<file path="src/rtl/farm_lane_car_dispatcher.sv">
// Farm-road lane car dispatcher.
// Turns a debounced KEY press into one queued car (up to 15 per lane) and
// releases cars one at a time to the animation over valid/ready while the
// farm light is green, with a forced idle gap after every release.
//
// state | meaning
// IDLE  | no car offered; offer next edge if green and cars are waiting
// OFFER | car_valid_o high, held until the animation takes it
// GAP   | spacing between releases; car_valid_o low until the gap expires
module farm_lane_car_dispatcher #(
    parameter int DEBOUNCE_CYCLES = 4,
    parameter int CAR_GAP_CYCLES  = 3
) (
    input  logic       clk,
    input  logic       reset,
    input  logic       add_car_raw_i,
    input  logic       farm_green_i,
    input  logic       car_ready_i,
    output logic       car_valid_o,
    output logic [3:0] queue_count_o,
    output logic       sensor_o,
    output logic       overflow_o
);

    localparam int DB_W  = (DEBOUNCE_CYCLES > 1) ? $clog2(DEBOUNCE_CYCLES) : 1;
    localparam int GAP_W = (CAR_GAP_CYCLES > 0) ? $clog2(CAR_GAP_CYCLES + 1) : 1;
    localparam logic [DB_W-1:0]  DB_LAST  = DB_W'(DEBOUNCE_CYCLES - 1);
    localparam logic [GAP_W-1:0] GAP_LOAD = GAP_W'(CAR_GAP_CYCLES);

    typedef enum logic [1:0] {
        ST_IDLE,
        ST_OFFER,
        ST_GAP
    } state_t;

    logic              r_sync1;
    logic              r_sync2;
    logic              r_db_level;
    logic              r_db_level_d;
    logic [DB_W-1:0]   r_db_cnt;
    logic              r_add_pulse;
    logic [3:0]        r_count;
    logic              r_overflow;
    logic              r_valid;
    logic [GAP_W-1:0]  r_gap_cnt;
    state_t            r_state;

    logic              w_handshake;
    logic              w_can_offer;

    assign w_handshake = r_valid & car_ready_i;
    assign w_can_offer = farm_green_i & (r_count != 4'd0);

    // Synchronize the raw key, debounce it, and register a one-cycle rising-edge pulse.
    always_ff @(posedge clk) begin
        if (!reset) begin
            r_sync1      <= 1'b0;
            r_sync2      <= 1'b0;
            r_db_level   <= 1'b0;
            r_db_level_d <= 1'b0;
            r_db_cnt     <= '0;
            r_add_pulse  <= 1'b0;
        end else begin
            r_sync1      <= add_car_raw_i;
            r_sync2      <= r_sync1;
            r_db_level_d <= r_db_level;
            r_add_pulse  <= r_db_level & ~r_db_level_d;
            if (r_sync2 != r_db_level) begin
                if (r_db_cnt == DB_LAST) begin
                    r_db_level <= r_sync2;
                    r_db_cnt   <= '0;
                end else begin
                    r_db_cnt   <= r_db_cnt + 1'b1;
                end
            end else begin
                r_db_cnt <= '0;
            end
        end
    end

    // Saturating queue counter; an add and a release in the same cycle cancel out.
    always_ff @(posedge clk) begin
        if (!reset) begin
            r_count    <= 4'd0;
            r_overflow <= 1'b0;
        end else begin
            r_overflow <= 1'b0;
            if (r_add_pulse && !w_handshake) begin
                if (r_count == 4'd15) begin
                    r_overflow <= 1'b1;
                end else begin
                    r_count <= r_count + 4'd1;
                end
            end else if (w_handshake && !r_add_pulse) begin
                r_count <= r_count - 4'd1;
            end
        end
    end

    // Release FSM; the gap's last cycle makes the idle decision itself so releases stay evenly spaced.
    always_ff @(posedge clk) begin
        if (!reset) begin
            r_state   <= ST_IDLE;
            r_valid   <= 1'b0;
            r_gap_cnt <= '0;
        end else begin
            case (r_state)
                ST_IDLE: begin
                    if (w_can_offer) begin
                        r_state <= ST_OFFER;
                        r_valid <= 1'b1;
                    end
                end
                ST_OFFER: begin
                    if (car_ready_i) begin
                        r_valid <= 1'b0;
                        if (CAR_GAP_CYCLES == 0) begin
                            r_state <= ST_IDLE;
                        end else begin
                            r_state   <= ST_GAP;
                            r_gap_cnt <= GAP_LOAD;
                        end
                    end
                end
                ST_GAP: begin
                    if (r_gap_cnt <= GAP_W'(1)) begin
                        r_gap_cnt <= '0;
                        if (w_can_offer) begin
                            r_state <= ST_OFFER;
                            r_valid <= 1'b1;
                        end else begin
                            r_state <= ST_IDLE;
                        end
                    end else begin
                        r_gap_cnt <= r_gap_cnt - 1'b1;
                    end
                end
                default: begin
                    r_state <= ST_IDLE;
                    r_valid <= 1'b0;
                end
            endcase
        end
    end

    assign car_valid_o   = r_valid;
    assign queue_count_o = r_count;
    assign sensor_o      = (r_count != 4'd0);
    assign overflow_o    = r_overflow;

endmodule

</file>
<file path="config.mk">
export PLATFORM = sky130hd
export DESIGN_NAME = farm_lane_car_dispatcher
export DESIGN_NICKNAME = d
export VERILOG_FILES = /design/src/rtl/farm_lane_car_dispatcher.sv
export SDC_FILE = /design/constraint.sdc
export NUM_CORES = 1
export LEC_CHECK = 0
export CAP_MARGIN = 10
export CELL_PAD_IN_SITES_DETAIL_PLACEMENT = 1
export CELL_PAD_IN_SITES_GLOBAL_PLACEMENT = 2
export CORE_ASPECT_RATIO = 1.25
export CORE_MARGIN = 2
export CORE_UTILIZATION = 30
export CTS_BUF_LIST = sky130_fd_sc_hd__clkbuf_2 sky130_fd_sc_hd__clkbuf_4 sky130_fd_sc_hd__clkbuf_8
export DETAILED_ROUTE_END_ITERATION = 16
export HOLD_SLACK_MARGIN = 0.05
export PLACE_DENSITY = 0.81
export SETUP_SLACK_MARGIN = 0.1
export SLEW_MARGIN = 40
export SYNTH_ARGS = -nofsm -noshare
export SYNTH_HDL_FRONTEND = slang
export SYNTH_SLANG_ARGS = --single-unit
export TNS_END_PERCENT = 100
</file>
<file path="constraint.sdc">
create_clock -name clk -period 1.6 [get_ports clk]
set_input_delay 0.32 -clock clk [delete_from_list [all_inputs] [get_ports clk]]
set_output_delay 0.32 -clock clk [all_outputs]
set_load 0.05 [all_outputs]
</file>
==> results <==
- The proportion of netlist area held by the largest area contributor is 42.2%.
- The number of max-slew violations in the final report is 0.
- The count of nets after finishing is 117.
- The first global-routing pass estimated 2920 µm of wire.
- The first routing iteration left 7 violations.
- The mean cell area of the mapped netlist is ~10 µm².
- The number of nets in the synthesized netlist is a little under 90.
- Setup repair after global routing could not meet its margin everywhere.
- The total power per unit cell area is around 1500 nW/µm².
- The worst hold-check path type is reg2reg.
- The critical path required time is about 1300 ps.
- The clock-pin slew of the registers on the worst-case setup and hold paths is 100 ps.
- Summed over all instances, the cell type with the most area after synthesis is sky130_fd_sc_hd__dfxtp_1.
- From left edge to right edge, the die measures 50.4 µm.
- The smallest setup slack after layout is -42.5 ps.
- After floorplanning, the core was divided into 21 placement rows.
- The worst setup path is of the reg2out kind.
- Counting both buffers and inverters, the worst setup path holds a total of 1.
- The number of different library cells used by synthesis comes to 34.
- At the end of routability-driven placement, the weighted congestion stood at 0.707.
- The initial antenna violation count is 0.
- The I/O pin count is 12.
- Hold repair after CTS inserted 0 buffers.
- The post-route clock period utilization is 103%.
- Subtracting the final worst setup slack from the clock period gives 1640 ps.
- The worst setup path is launched from a register.
- The worst-case IR drop observed on VDD is 0.772 mV.
- The vertical die dimension is 61.9 µm.
- The routed design has 1830 µm of wire.
- The worst setup path is captured at a primary output.
- On the critical path, the stage with the largest delay is an instance of sky130_fd_sc_hd__or4_4.
- The share of async-settable or async-resettable flops after synthesis is 0%.
- The clock passes through at most 2 buffers.
- Setup violations remaining at the end of the flow were counted as 1.
- After synthesis, flip-flops and latches occupy 42.2% of the total area.
- The total power consumption of the routed design is 1.73 mW.
- The top cell family by delay on the critical path is simple AND/OR/NAND/NOR gates.
- Across the whole layout, storage elements account for 353 µm².
- The number of sinks handled by clock tree synthesis is 17.
- The largest net degree at the start of global routing is 12.
- Yosys instantiated no cell more often than sky130_fd_sc_hd__dfxtp_1.
- In this run the tool buffered the top-level ports with 11 buffer cells.
- The final hold violation count came to 0.
- The final route contains between 600 and 700 vias.
- Before antenna repair, the detailed router went through 4 iterations.
- Cells fill 43.8% of the core in the end.
- The number of cells on the worst hold path is 1.
- The global-route track usage on met1 is 12.8%.
- The most used routing layer is met2.
- The number of global-route vias before repair came to a little under 700.
- For the pin with the worst max-slew slack, the measured transition is around 330 ps.
- For this run, design rule violations remaining after detail routing come to 0.
- In the synthesized netlist the dominant register cell turns out to be sky130_fd_sc_hd__dfxtp_1.
- In the routed layout, each cell is associated on average with a via count of between 4 and 5.
- For this run, the slowest stage of the critical path takes 540 ps.
- Cells with a size suffix above 1 make up approximately 37% of the layout.
- Across the routed clock network, the largest skew measured is between 0.8 and 0.9 ps.
- After technology mapping, the gate count stands at 81.
- The multi-input gate area in the final layout is 470 µm².
- Once the floorplan was initialized, standard cells occupied a little under a third of the core.
- The core region is 2630 µm².
- The total standard cell area after synthesis is 806 µm².
- By area the synthesized netlist is led by sky130_fd_sc_hd__dfxtp_1 42%, sky130_fd_sc_hd__and2_1 6.2%, sky130_fd_sc_hd__ha_1 4.7%, sky130_fd_sc_hd__mux2i_1 3.7%, sky130_fd_sc_hd__a21oi_1 3.1%.
- The clock root buffer master is sky130_fd_sc_hd__clkbuf_4.
- Global routing used 1.44% of the available met3 tracks.
- The critical path goes through or4_4 -> buf_8.
- Yosys mapped a number of flops with a built-in enable equal to 0.
- The global-route met2 utilization is 24.4%.
- Counting buffers and inverters, the worst setup path is 2 cells deep.
- The max-slew headroom at the worst pin is ~78%.
- The post-detailed-route count of antenna-violating nets is 0.
- The number of max-cap violations is 0.
- In this run the register-to-register setup slack is around 10 ps.
- The all-layer global routing usage is roughly 13%.
- In this run the number of H-tree levels came out at 1.
- The total die area is 3120 µm².
- The area growth from synthesis to layout is 42.7%.
- The depth of the worst register-to-register path is 6.
- The clock reaches the later pin of the worst-skew pair after 280 ps.
- For this run, the number of Yosys warnings is 0.
- The final worst hold slack is between 300 and 400 ps.
- Based on the critical path, the design can be clocked at up to around 610 MHz.
- The half-perimeter wire length of the detailed placement result is roughly 1300 µm.
- In this run the worst path has a maximum fanout of 2.
- The synthesized flop and latch total is 17.
- The analysis attributes to cell leakage a power of 0.466 nW.
- Clock tree synthesis inserted a total of 3 buffers.
- At the worst endpoint, the arrival time is 1320 ps.
- The aggregate global routing overflow is 0.
- The clock tree from TritonCTS is built.
- The flow ran to the end, but the final reports show violations.
- In the final routed layout, each cell accounts on average for 12.9 µm.
- By count the netlist is led by 17 x sky130_fd_sc_hd__dfxtp_1, 8 x sky130_fd_sc_hd__and2_1, 5 x sky130_fd_sc_hd__a21oi_1, 5 x sky130_fd_sc_hd__o21ai_0.
- 0 antenna diodes ended up in the layout.
- The count of filler cells inserted in the layout is 306.
- The sum of negative setup slack is -42.5 ps.
- The checks that failed: setup timing.
## path summary, 6_finish.rpt
| path | startpoint | to |
|---|---|---|
| min reg2reg | r_db_level_d | r_add_pulse |
| min | r_db_level_d | r_add_pulse |
| max reg2reg | queue_count_o[0] | car_valid_o |
| max | queue_count_o[0] | sensor_o |
## cell type report
cell class                      instances  share of cell area, %
Multi-Input combinational cell         60                   40.9
Sequential cell                        17                   30.7
Timing Repair Buffer                   25                   21.7
Tap cell                               34                   3.70
Clock buffer                            3                   1.96
Inverter                                2                  0.653
Clock inverter                          1                  0.435
## flip-flops by register name (all words and copies together) (netlist names)
signal,count
queue_count_o,4
r_db_cnt,2
r_gap_cnt,2
r_state,2
car_valid_o,1
overflow_o,1
r_add_pulse,1
r_db_level,1
r_db_level_d,1
r_sync1,1
r_sync2,1
## stage by stage
| stage | std cells | instance area (µm²) | worst slack, ps |
|---|---|---|---|
| after floorplan | 81 | 825 | 15.3 |
| after global placement | 133 | 1060 | -302 |
| after detailed placement | 133 | 1060 | -396 |
| after CTS | 141 | 1120 | -59.8 |
| after global routing | 142 | 1150 | -74.7 |
| final | 142 | 1150 | -42.5 |
## layout by cell type, fill, tap and decap left out, drive strengths merged, types with 3 or more instances in the layout
cell / n
buf: 21
dfxtp: 17
and2: 8
o21ai: 7
a21oi: 5
mux2i: 3
nor2b: 3
nand2: 3
clkbuf: 3
clkdlybuf4s50: 3
nand3b: 3
ha: 3
## repair_timing
item	4_1_cts	5_1_grt
setup buffers	4	1
setup endpoints to repair	3	4
hold endpoints to repair	0	0
gates resized for setup	4	5
pin swaps	3	2
## metal layers
metal / part of all wire, % / vias up
li1: - / 350
met1: 44 / 334
met2: 53 / 9
met3: 2.0 / 2
met4: 1.5 / 0
met5: 0 / -
## cells by family after synthesis
kind of cell	after synthesis	share of synthesized area [%]
xor+xnor	4	4.35
compound gates	19	16.5
fa+ha+maj	3	4.66
simple gates	31	26.7
mux	3	3.73
flops	17	42.2
buf+inv	4	1.86
## worst reg2reg max path, cell delays in order (launching register included)
cell and delay [ps]:
sky130_fd_sc_hd__dfxtp_2 330, sky130_fd_sc_hd__or4_4 540, sky130_fd_sc_hd__buf_4 150, sky130_fd_sc_hd__buf_6 110
sky130_fd_sc_hd__nand3b_4 80, sky130_fd_sc_hd__o21ai_2 50, sky130_fd_sc_hd__o221a_1 220
## where the power goes
part	internal, mW	total, mW	switching, mW
clock network	0.0927	0.224	0.131
registers	0.502	0.594	0.0914
logic	0.460	0.908	0.448
total	1.05	1.73	0.670
Power figures use the tool's default switching activity.
